File: src/rtl/servo_cmd_pkg.sv
// servo_cmd_pkg: shared definitions for the servo command sequencer.
//   - parser and TX-sequencer state encodings
//   - frame byte constants (header, commands, ACK/NAK)
//   - NAK reason codes
package servo_cmd_pkg;

    // Parser states; ST_TX covers TX0/TX0_W/TX1/TX1_W, which the TX sequencer tracks itself.
    typedef enum logic [2:0] {
        ST_IDLE,
        ST_GET_CMD,
        ST_GET_DATA,
        ST_GET_CHK,
        ST_EXEC,
        ST_TX
    } parse_state_t;

    typedef enum logic [2:0] {
        TS_IDLE,
        TS_TX0,
        TS_TX0_W,
        TS_TX1,
        TS_TX1_W
    } tx_state_t;

    localparam logic [7:0] HDR     = 8'hAA;
    localparam logic [7:0] CMD_SET = 8'h01;
    localparam logic [7:0] CMD_GET = 8'h02;
    localparam logic [7:0] ACK     = 8'h06;
    localparam logic [7:0] NAK     = 8'h15;

    localparam logic [7:0] ERR_CHK   = 8'h01;
    localparam logic [7:0] ERR_RANGE = 8'h02;
    localparam logic [7:0] ERR_CMD   = 8'h03;

endpackage

File: src/rtl/servo_cmd_tx_seq.sv
// servo_cmd_tx_seq: sends a 2-byte response over a busy-handshake transmitter.
// Ports:
//   clk_i, rst_i      clock, synchronous active-high reset
//   start_i           one-cycle request; byte0_i/byte1_i are latched with it
//   byte0_i, byte1_i  response bytes, sent in that order
//   tx_busy_i         transmitter busy
//   tx_en_o           one-cycle send request (only issued while tx_busy_i is low)
//   tx_data_o         byte being sent; stable from tx_en_o until the wait state ends
//   done_o            one-cycle pulse in the cycle the second byte's wait state ends
module servo_cmd_tx_seq
    import servo_cmd_pkg::*;
(
    input  logic       clk_i,
    input  logic       rst_i,
    input  logic       start_i,
    input  logic [7:0] byte0_i,
    input  logic [7:0] byte1_i,
    input  logic       tx_busy_i,
    output logic       tx_en_o,
    output logic [7:0] tx_data_o,
    output logic       done_o
);

    tx_state_t  state_q, state_d;
    logic [7:0] data_q;
    logic [7:0] byte1_q;
    logic       seen_busy_q;
    logic       guard_q;
    logic       wait_done;

    // A wait state ends when busy has risen and fallen, or when busy is still
    // low two cycles after tx_en (the transmitter's busy pulse was missed).
    always_comb begin
        wait_done = !tx_busy_i && (seen_busy_q || guard_q);
        state_d   = state_q;
        tx_en_o   = 1'b0;
        done_o    = 1'b0;
        case (state_q)
            TS_IDLE:  if (start_i) state_d = TS_TX0;
            TS_TX0: begin
                if (!tx_busy_i) begin
                    tx_en_o = 1'b1;
                    state_d = TS_TX0_W;
                end
            end
            TS_TX0_W: if (wait_done) state_d = TS_TX1;
            TS_TX1: begin
                if (!tx_busy_i) begin
                    tx_en_o = 1'b1;
                    state_d = TS_TX1_W;
                end
            end
            TS_TX1_W: begin
                if (wait_done) begin
                    state_d = TS_IDLE;
                    done_o  = 1'b1;
                end
            end
            default: state_d = TS_IDLE;
        endcase
    end

    always_ff @(posedge clk_i) begin
        if (rst_i) begin
            state_q     <= TS_IDLE;
            data_q      <= 8'h00;
            seen_busy_q <= 1'b0;
            guard_q     <= 1'b0;
        end else begin
            state_q <= state_d;
            if (state_q == TS_IDLE && start_i) begin
                data_q <= byte0_i;
            end else if (state_q == TS_TX0_W && wait_done) begin
                data_q <= byte1_q;
            end
            // Wait-state trackers restart on every tx_en.
            if (tx_en_o) begin
                seen_busy_q <= 1'b0;
                guard_q     <= 1'b0;
            end else begin
                if (tx_busy_i) seen_busy_q <= 1'b1;
                guard_q <= 1'b1;
            end
        end
    end

    always_ff @(posedge clk_i) begin
        if (state_q == TS_IDLE && start_i) byte1_q <= byte1_i;
    end

    assign tx_data_o = data_q;

endmodule

File: src/rtl/servo_cmd_ctrl.sv
// servo_cmd_ctrl: parses 4-byte frames (AA, CMD, DATA, CMD^DATA) from the UART
// receiver, sets or reads back the servo angle, and answers with 2 bytes.
// Ports:
//   clk          system clock
//   reset_uart   synchronous active-high reset
//   rx_valid     one-cycle strobe, rx_data holds a new byte
//   rx_data      received byte
//   tx_busy      transmitter busy
//   tx_en        one-cycle send request
//   tx_data      byte to send
//   pwm_width    servo high time in clk cycles
//   pwm_update   one-cycle strobe when pwm_width changes
//   status_leds  [0] ok toggle, [1] sticky NAK, [2] sticky rx overrun, [3] tx in progress
// Optional feature: define SERVO_CMD_TIMEOUT_EN to abandon a partial frame after
// TIMEOUT_CYC cycles without a byte; otherwise a partial frame waits indefinitely.
module servo_cmd_ctrl
    import servo_cmd_pkg::*;
#(
    parameter int CLK_HZ      = 27_000_000,
    parameter int MIN_CYC     = CLK_HZ / 1000,
    parameter int STEP_CYC    = CLK_HZ / 180_000,
    parameter int MAX_ANGLE   = 180,
    parameter int PW_BITS     = 17,
    parameter int TIMEOUT_CYC = CLK_HZ / 100
) (
    input  logic               clk,
    input  logic               reset_uart,
    input  logic               rx_valid,
    input  logic [7:0]         rx_data,
    input  logic               tx_busy,
    output logic               tx_en,
    output logic [7:0]         tx_data,
    output logic [PW_BITS-1:0] pwm_width,
    output logic               pwm_update,
    output logic [3:0]         status_leds
);

    if (MAX_ANGLE > 255 || TIMEOUT_CYC < 2 ||
        MIN_CYC + MAX_ANGLE * STEP_CYC >= (1 << PW_BITS)) begin : g_param_check
        $error("servo_cmd_ctrl: parameter set out of range");
    end

    function automatic logic [PW_BITS-1:0] angle_to_width(input logic [7:0] angle);
        return PW_BITS'(MIN_CYC) + PW_BITS'(angle) * PW_BITS'(STEP_CYC);
    endfunction

    parse_state_t       state_q, state_d;
    logic [7:0]         cmd_q, data_q, chk_q;
    logic [7:0]         angle_q;
    logic [PW_BITS-1:0] pwm_width_q;
    logic               pwm_update_q;
    logic               ok_q, nak_q, ovr_q;
    logic [7:0]         resp0, resp1;
    logic               set_ok, get_ok;
    logic               tx_start, tx_done, overrun, in_get, to_hit;

    assign in_get   = (state_q == ST_GET_CMD) || (state_q == ST_GET_DATA) || (state_q == ST_GET_CHK);
    assign tx_start = (state_q == ST_EXEC);
    // A byte landing in the cycle the response completes is handled as if in IDLE.
    assign overrun  = rx_valid && ((state_q == ST_EXEC) || (state_q == ST_TX && !tx_done));

    // Validation, checked in priority order: checksum, range, command.
    always_comb begin
        resp0  = ACK;
        resp1  = angle_q;
        set_ok = 1'b0;
        get_ok = 1'b0;
        if ((cmd_q ^ data_q) != chk_q) begin
            resp0 = NAK;
            resp1 = ERR_CHK;
        end else if (cmd_q == CMD_SET && data_q > 8'(MAX_ANGLE)) begin
            resp0 = NAK;
            resp1 = ERR_RANGE;
        end else if (cmd_q == CMD_SET) begin
            set_ok = 1'b1;
            resp1  = data_q;
        end else if (cmd_q == CMD_GET) begin
            get_ok = 1'b1;
        end else begin
            resp0 = NAK;
            resp1 = ERR_CMD;
        end
    end

    always_comb begin
        state_d = state_q;
        case (state_q)
            ST_IDLE:     if (rx_valid && rx_data == HDR) state_d = ST_GET_CMD;
            ST_GET_CMD:  if (rx_valid) state_d = ST_GET_DATA;
            ST_GET_DATA: if (rx_valid) state_d = ST_GET_CHK;
            ST_GET_CHK:  if (rx_valid) state_d = ST_EXEC;
            ST_EXEC:     state_d = ST_TX;
            ST_TX: begin
                if (tx_done) state_d = (rx_valid && rx_data == HDR) ? ST_GET_CMD : ST_IDLE;
            end
            default:     state_d = ST_IDLE;
        endcase
        if (to_hit) state_d = ST_IDLE;
    end

`ifdef SERVO_CMD_TIMEOUT_EN
    localparam int TO_W = $clog2(TIMEOUT_CYC + 1);
    logic [TO_W-1:0] to_cnt_q;

    assign to_hit = in_get && !rx_valid && (to_cnt_q == TO_W'(TIMEOUT_CYC - 1));

    always_ff @(posedge clk) begin
        if (reset_uart || !in_get || rx_valid || to_hit) begin
            to_cnt_q <= '0;
        end else begin
            to_cnt_q <= to_cnt_q + 1'b1;
        end
    end
`else
    assign to_hit = 1'b0;
`endif

    always_ff @(posedge clk) begin
        if (reset_uart) begin
            state_q      <= ST_IDLE;
            angle_q      <= 8'd90;
            pwm_width_q  <= angle_to_width(8'd90);
            pwm_update_q <= 1'b0;
            ok_q         <= 1'b0;
            nak_q        <= 1'b0;
            ovr_q        <= 1'b0;
        end else begin
            state_q      <= state_d;
            pwm_update_q <= 1'b0;
            if (state_q == ST_EXEC) begin
                if (set_ok) begin
                    angle_q      <= data_q;
                    pwm_width_q  <= angle_to_width(data_q);
                    pwm_update_q <= 1'b1;
                end
                if (set_ok || get_ok) ok_q  <= ~ok_q;
                else                  nak_q <= 1'b1;
            end
            if (overrun) ovr_q <= 1'b1;
        end
    end

    always_ff @(posedge clk) begin
        if (rx_valid) begin
            if (state_q == ST_GET_CMD)  cmd_q  <= rx_data;
            if (state_q == ST_GET_DATA) data_q <= rx_data;
            if (state_q == ST_GET_CHK)  chk_q  <= rx_data;
        end
    end

    servo_cmd_tx_seq u_tx_seq (
        .clk_i     (clk),
        .rst_i     (reset_uart),
        .start_i   (tx_start),
        .byte0_i   (resp0),
        .byte1_i   (resp1),
        .tx_busy_i (tx_busy),
        .tx_en_o   (tx_en),
        .tx_data_o (tx_data),
        .done_o    (tx_done)
    );

    assign pwm_width   = pwm_width_q;
    assign pwm_update  = pwm_update_q;
    assign status_leds = {(state_q == ST_EXEC) || (state_q == ST_TX), ovr_q, nak_q, ok_q};

endmodule

File: config.mk
export PLATFORM = sky130hd
export DESIGN_NAME = servo_cmd_ctrl
export DESIGN_NICKNAME = d
export VERILOG_FILES = /design/src/rtl/servo_cmd_pkg.sv /design/src/rtl/servo_cmd_tx_seq.sv /design/src/rtl/servo_cmd_ctrl.sv
export SDC_FILE = /design/constraint.sdc
export NUM_CORES = 1
export LEC_CHECK = 0
export CAP_MARGIN = 0
export CORE_AREA = 5 5 98 100
export CTS_CLUSTER_SIZE = 28
export DETAILED_ROUTE_END_ITERATION = 16
export DIE_AREA = 0 0 103 105
export PLACE_DENSITY = 0.8
export SYNTH_ARGS = -nofsm -noshare
export SYNTH_HDL_FRONTEND = slang
export SYNTH_SLANG_ARGS = --single-unit
File: constraint.sdc
create_clock -name clk -period 4.05 [get_ports clk]
set_clock_uncertainty 0.1 [all_clocks]
set_input_delay 0.6075 -clock clk [delete_from_list [all_inputs] [get_ports clk]]
set_output_delay 0.6075 -clock clk [all_outputs]
set_load 0.01 [all_outputs]
==> results by group <==
Worst setup path
  – Worst setup path endpoint: pwm_width[16]
  – WP depth: 15
  – Worst path top cell family by delay: adder cells
  – WS Path Type: flop to flop
  – FF-to-FF End: pwm_width[16]
  – Worst Setup End Kind: flop
  – CP startpoint kind: flop
  – CP Launch Point: data_q[4]
  – Worst path max stage delay: 0.54 ns
  – Worst-path maximum fanout: 6
  – Worst path bufs/invs: 3
  – Critical Path AT: 4.26 ns
  – Worst r2r src: data_q[4]
  – Slowest CP cell: fa_1
  – CP Cell Sequence: ha_1, ha_1, inv_2, fa_1, fa_1, inv_2, ha_4, nand2b_1, o311ai_4, a21oi_1, buf_4, o31ai_4, a211oi_2, or3_1, a21oi_2
  – R2R setup slack: -0.01 ns
  – CP Data Required Time: 4.25 ns
  – Worst r2r path cells: 15

Drt
  – Routed wire per std cell: 16.4 µm
  – Drt via density: 5.65
  – Vias: 3,405
  – DRC: 0
  – Drt pass-1 iters: 5
  – DRT iter0 DRCs: 185
  – Final ANT Viol Nets: 0
  – Routed WL: 9890 µm

Place
  – Number of port buffers: 41
  – Placed cell count: 580
  – GPL Wtd Cong: 0.861
  – DP Worst Slack: -0.136 ns
  – HPWL after DPL: 6830 µm

Yosys
  – Post-synth EDFFs: 32
  – #FFs+latches synth: 75
  – Count leader, synth: dfxtp_1
  – Synth async-reset ratio: 0%
  – Post-synthesis cell type count: 60
  – Syn_nets: 483
  – Sequential fraction of the synthesis area: 42.0%
  – Avg Inst Size Synth: 10.2 µm²
  – Synth top area share: 22.2%
  – Synth top cells by count: dfxtp_1, nor2_1, ha_1, edfxtp_1, nand2_1
  – Syn Std Cell Area: 4340 µm²
  – Post-Syn Instances: 425
  – Main flop type after synthesis: dfxtp_1
  – Synth area leaders: edfxtp_1, dfxtp_1, ha_1
  – Cell taking the most area after synthesis: edfxtp_1
  – YS warnings: 0

Clocking
  – Bufs on Longest Clock Path: 2
  – CTS tree: done
  – Clk pin slew, worst setup/hold paths: 0.08 ns
  – Root buf cell: clkbuf_8
  – H-tree depth: 3
  – # clock sinks: 75
  – Post-cts hold buffer count: 0
  – Total CTS buffers: 9
  – Worst skew pair latency: 0.36 ns

STA
  – Endpoints failing setup: 2
  – Fin crit share: 100%
  – Worst-Margin Slew: 1.17 ns
  – Slew Viols, Final: 0
  – RSZ-0062 raised after global routing: true
  – Period minus WS final: 4.06 ns
  – Hold Vio Cnt, Final: 0
  – Worst Slack Setup Final: -0.0144 ns
  – Setup TNS: -0.0264 ns
  – FMAX: 246 MHz
  – Slew headroom: 21.8%

Power and ir drop
  – Sequential fraction of design power: 55.6%
  – Maximum vdd drop: 0.149 mV
  – Switch Pwr: 0.322 mW
  – Clock power share: 40.7%
  – PwrDens: 258 nW/µm²
  – Switch share: 22.7%
  – Pint: 1.09 mW
  – Power after layout: 1.42 mW
  – Logic pwr share: 3.7%
  – Leakage power total: 2.03 nW

Final layout
  – Post-Layout Cell Count: 603
  – Layout Area Growth over Synthesis: 26.3%
  – Seq. cell area: 1820 µm²
  – Diodes inserted: 0
  – Multi-input logic area: 2590 µm²
  – Fill cells: 641
  – Final cell utilization of the core: 63.7%
  – Share of layout cells above drive strength 1: 19.4%
  – Fin nets: 548

Floorplan
  – Ports: 43
  – Die ar.: 10,800 µm²
  – DIE WIDTH: 103 µm
  – Initial core utilization: 50.5%
  – DIE HEIGHT: 105 µm
  – Core box area: 8590 µm²
  – Placement row count: 34

Global route
  – Gr usage total: 18.5%
  – Met1 global-route usage: 23.7%
  – Global route hottest layer: met2
  – Grt total ovfl: 0
  – Met2 Resource Use GR: 29.7%
  – First-pass GRT wire length: 15,800 µm
  – Initial antenna violation count: 0
  – M3 GR Usage: 3.86%
  – Vias in the first global route: 3,335
  – Pin count of the biggest net entering global routing: 30

Run
  – Max Cap Violations: 0

Outcome
  – Failing checks: negative setup slack
  – Status: complete, but fails checks

Worst hold path
  – HP Class: flop to flop
  – Hold path cells: 2
## cell usage in the layout (no fill, tap or decap), drive strengths merged, types with 15 or more instances in the layout
cell type / netlist / routed
inv: 25 / 25
clkdlybuf4s50: 0 / 41
a21oi: 29 / 29
nor3: 15 / 15
buf: 8 / 30
dfxtp: 43 / 43
edfxtp: 32 / 32
o21ai: 15 / 15
xnor2: 23 / 23
ha: 39 / 39
nor2: 44 / 44
nand2: 31 / 31
## registers in the layout (all words and copies together) (netlist names), 8 cells and up
register,cells
cmd_q,8
u_tx_seq.byte1_q,8
data_q,8
pwm_width,15
angle_q,8
u_tx_seq.tx_data_o,8
chk_q,8
## how the worst min path moves through the flow
stage / startpoint / to
2_1_floorplan: angle_q[1] / angle_q[1]
3_3_place_gp: angle_q[7] / angle_q[7]
3_5_place_dp: angle_q[5] / angle_q[5]
4_1_cts: angle_q[5] / angle_q[5]
5_1_grt: angle_q[5] / angle_q[5]
6_report: pwm_width[8] / pwm_width[8]
## area by class of cell
type | instances | area share (%)
multi-input combinational | 308 | 47.3
sequential | 75 | 33.3
timing repair buffer | 71 | 11.7
tap | 108 | 2.47
clock buffer | 9 | 2.26
inverter | 25 | 1.71
clock inverter | 7 | 1.26
## worst register-to-register path, cell delays in order, from the launching register on
cell and delay [ns]:
edfxtp_1 0.39, ha_1 0.31, ha_1 0.29, inv_2 0.04, fa_1 0.47, fa_1 0.54
inv_2 0.05, ha_4 0.31, nand2b_1 0.10, o311ai_4 0.32, a21oi_1 0.07, buf_4 0.16
o31ai_4 0.27, a211oi_2 0.12, or3_1 0.33, a21oi_2 0.13
## per-stage QoR
step                      hold WS [ns]  instance area [µm²]
after floorplan                  0.330                 4360
after CTS                        0.359                 5310
after detailed placement         0.346                 4990
after global placement           0.338                 4990
final                            0.358                 5480
after global routing             0.384                 5480
## power groups by stage
stage / clock network, mW / logic, mW / registers [mW]
after global routing: 0.616 / 0.0568 / 0.788
final: 0.576 / 0.0524 / 0.787
after CTS: 0.582 / 0.0488 / 0.787
after detailed placement: 0 / 0.0461 / 0.805
after floorplan: 0 / 0.0241 / 0.805
after global placement: 0 / 0.0446 / 0.805
## metal layers
metal | part of all wire (%) | vias to the layer above
met5 | 0 | -
met4 | 3.1 | 0
met3 | 6.1 | 28
met2 | 50 | 121
met1 | 41 | 1623
li1 | - | 1633
## cell families after synthesis
family                   count (synthesis)  share of synthesized area [%]
buffers and inverters                   42                           4.36
flip-flops                              75                           42.0
XOR/XNOR                                35                           7.41
other                                    1                         0.0864
AND/OR/NAND/NOR                        135                           16.4
adder cells (fa/ha/maj)                 46                           14.5
multiplexers                             4                          0.923
AO/OA/AOI/OAI                           87                           14.4
## repair_timing
| item | CTS | global route |
|---|---|---|
| pin swaps | 13 | 12 |
| endpoints found under the setup margin | 7 | 7 |
| resized for setup | 9 | 33 |
| setup buffers | 6 | 1 |
No activity file was read; power rests on OpenSTA's default activity.
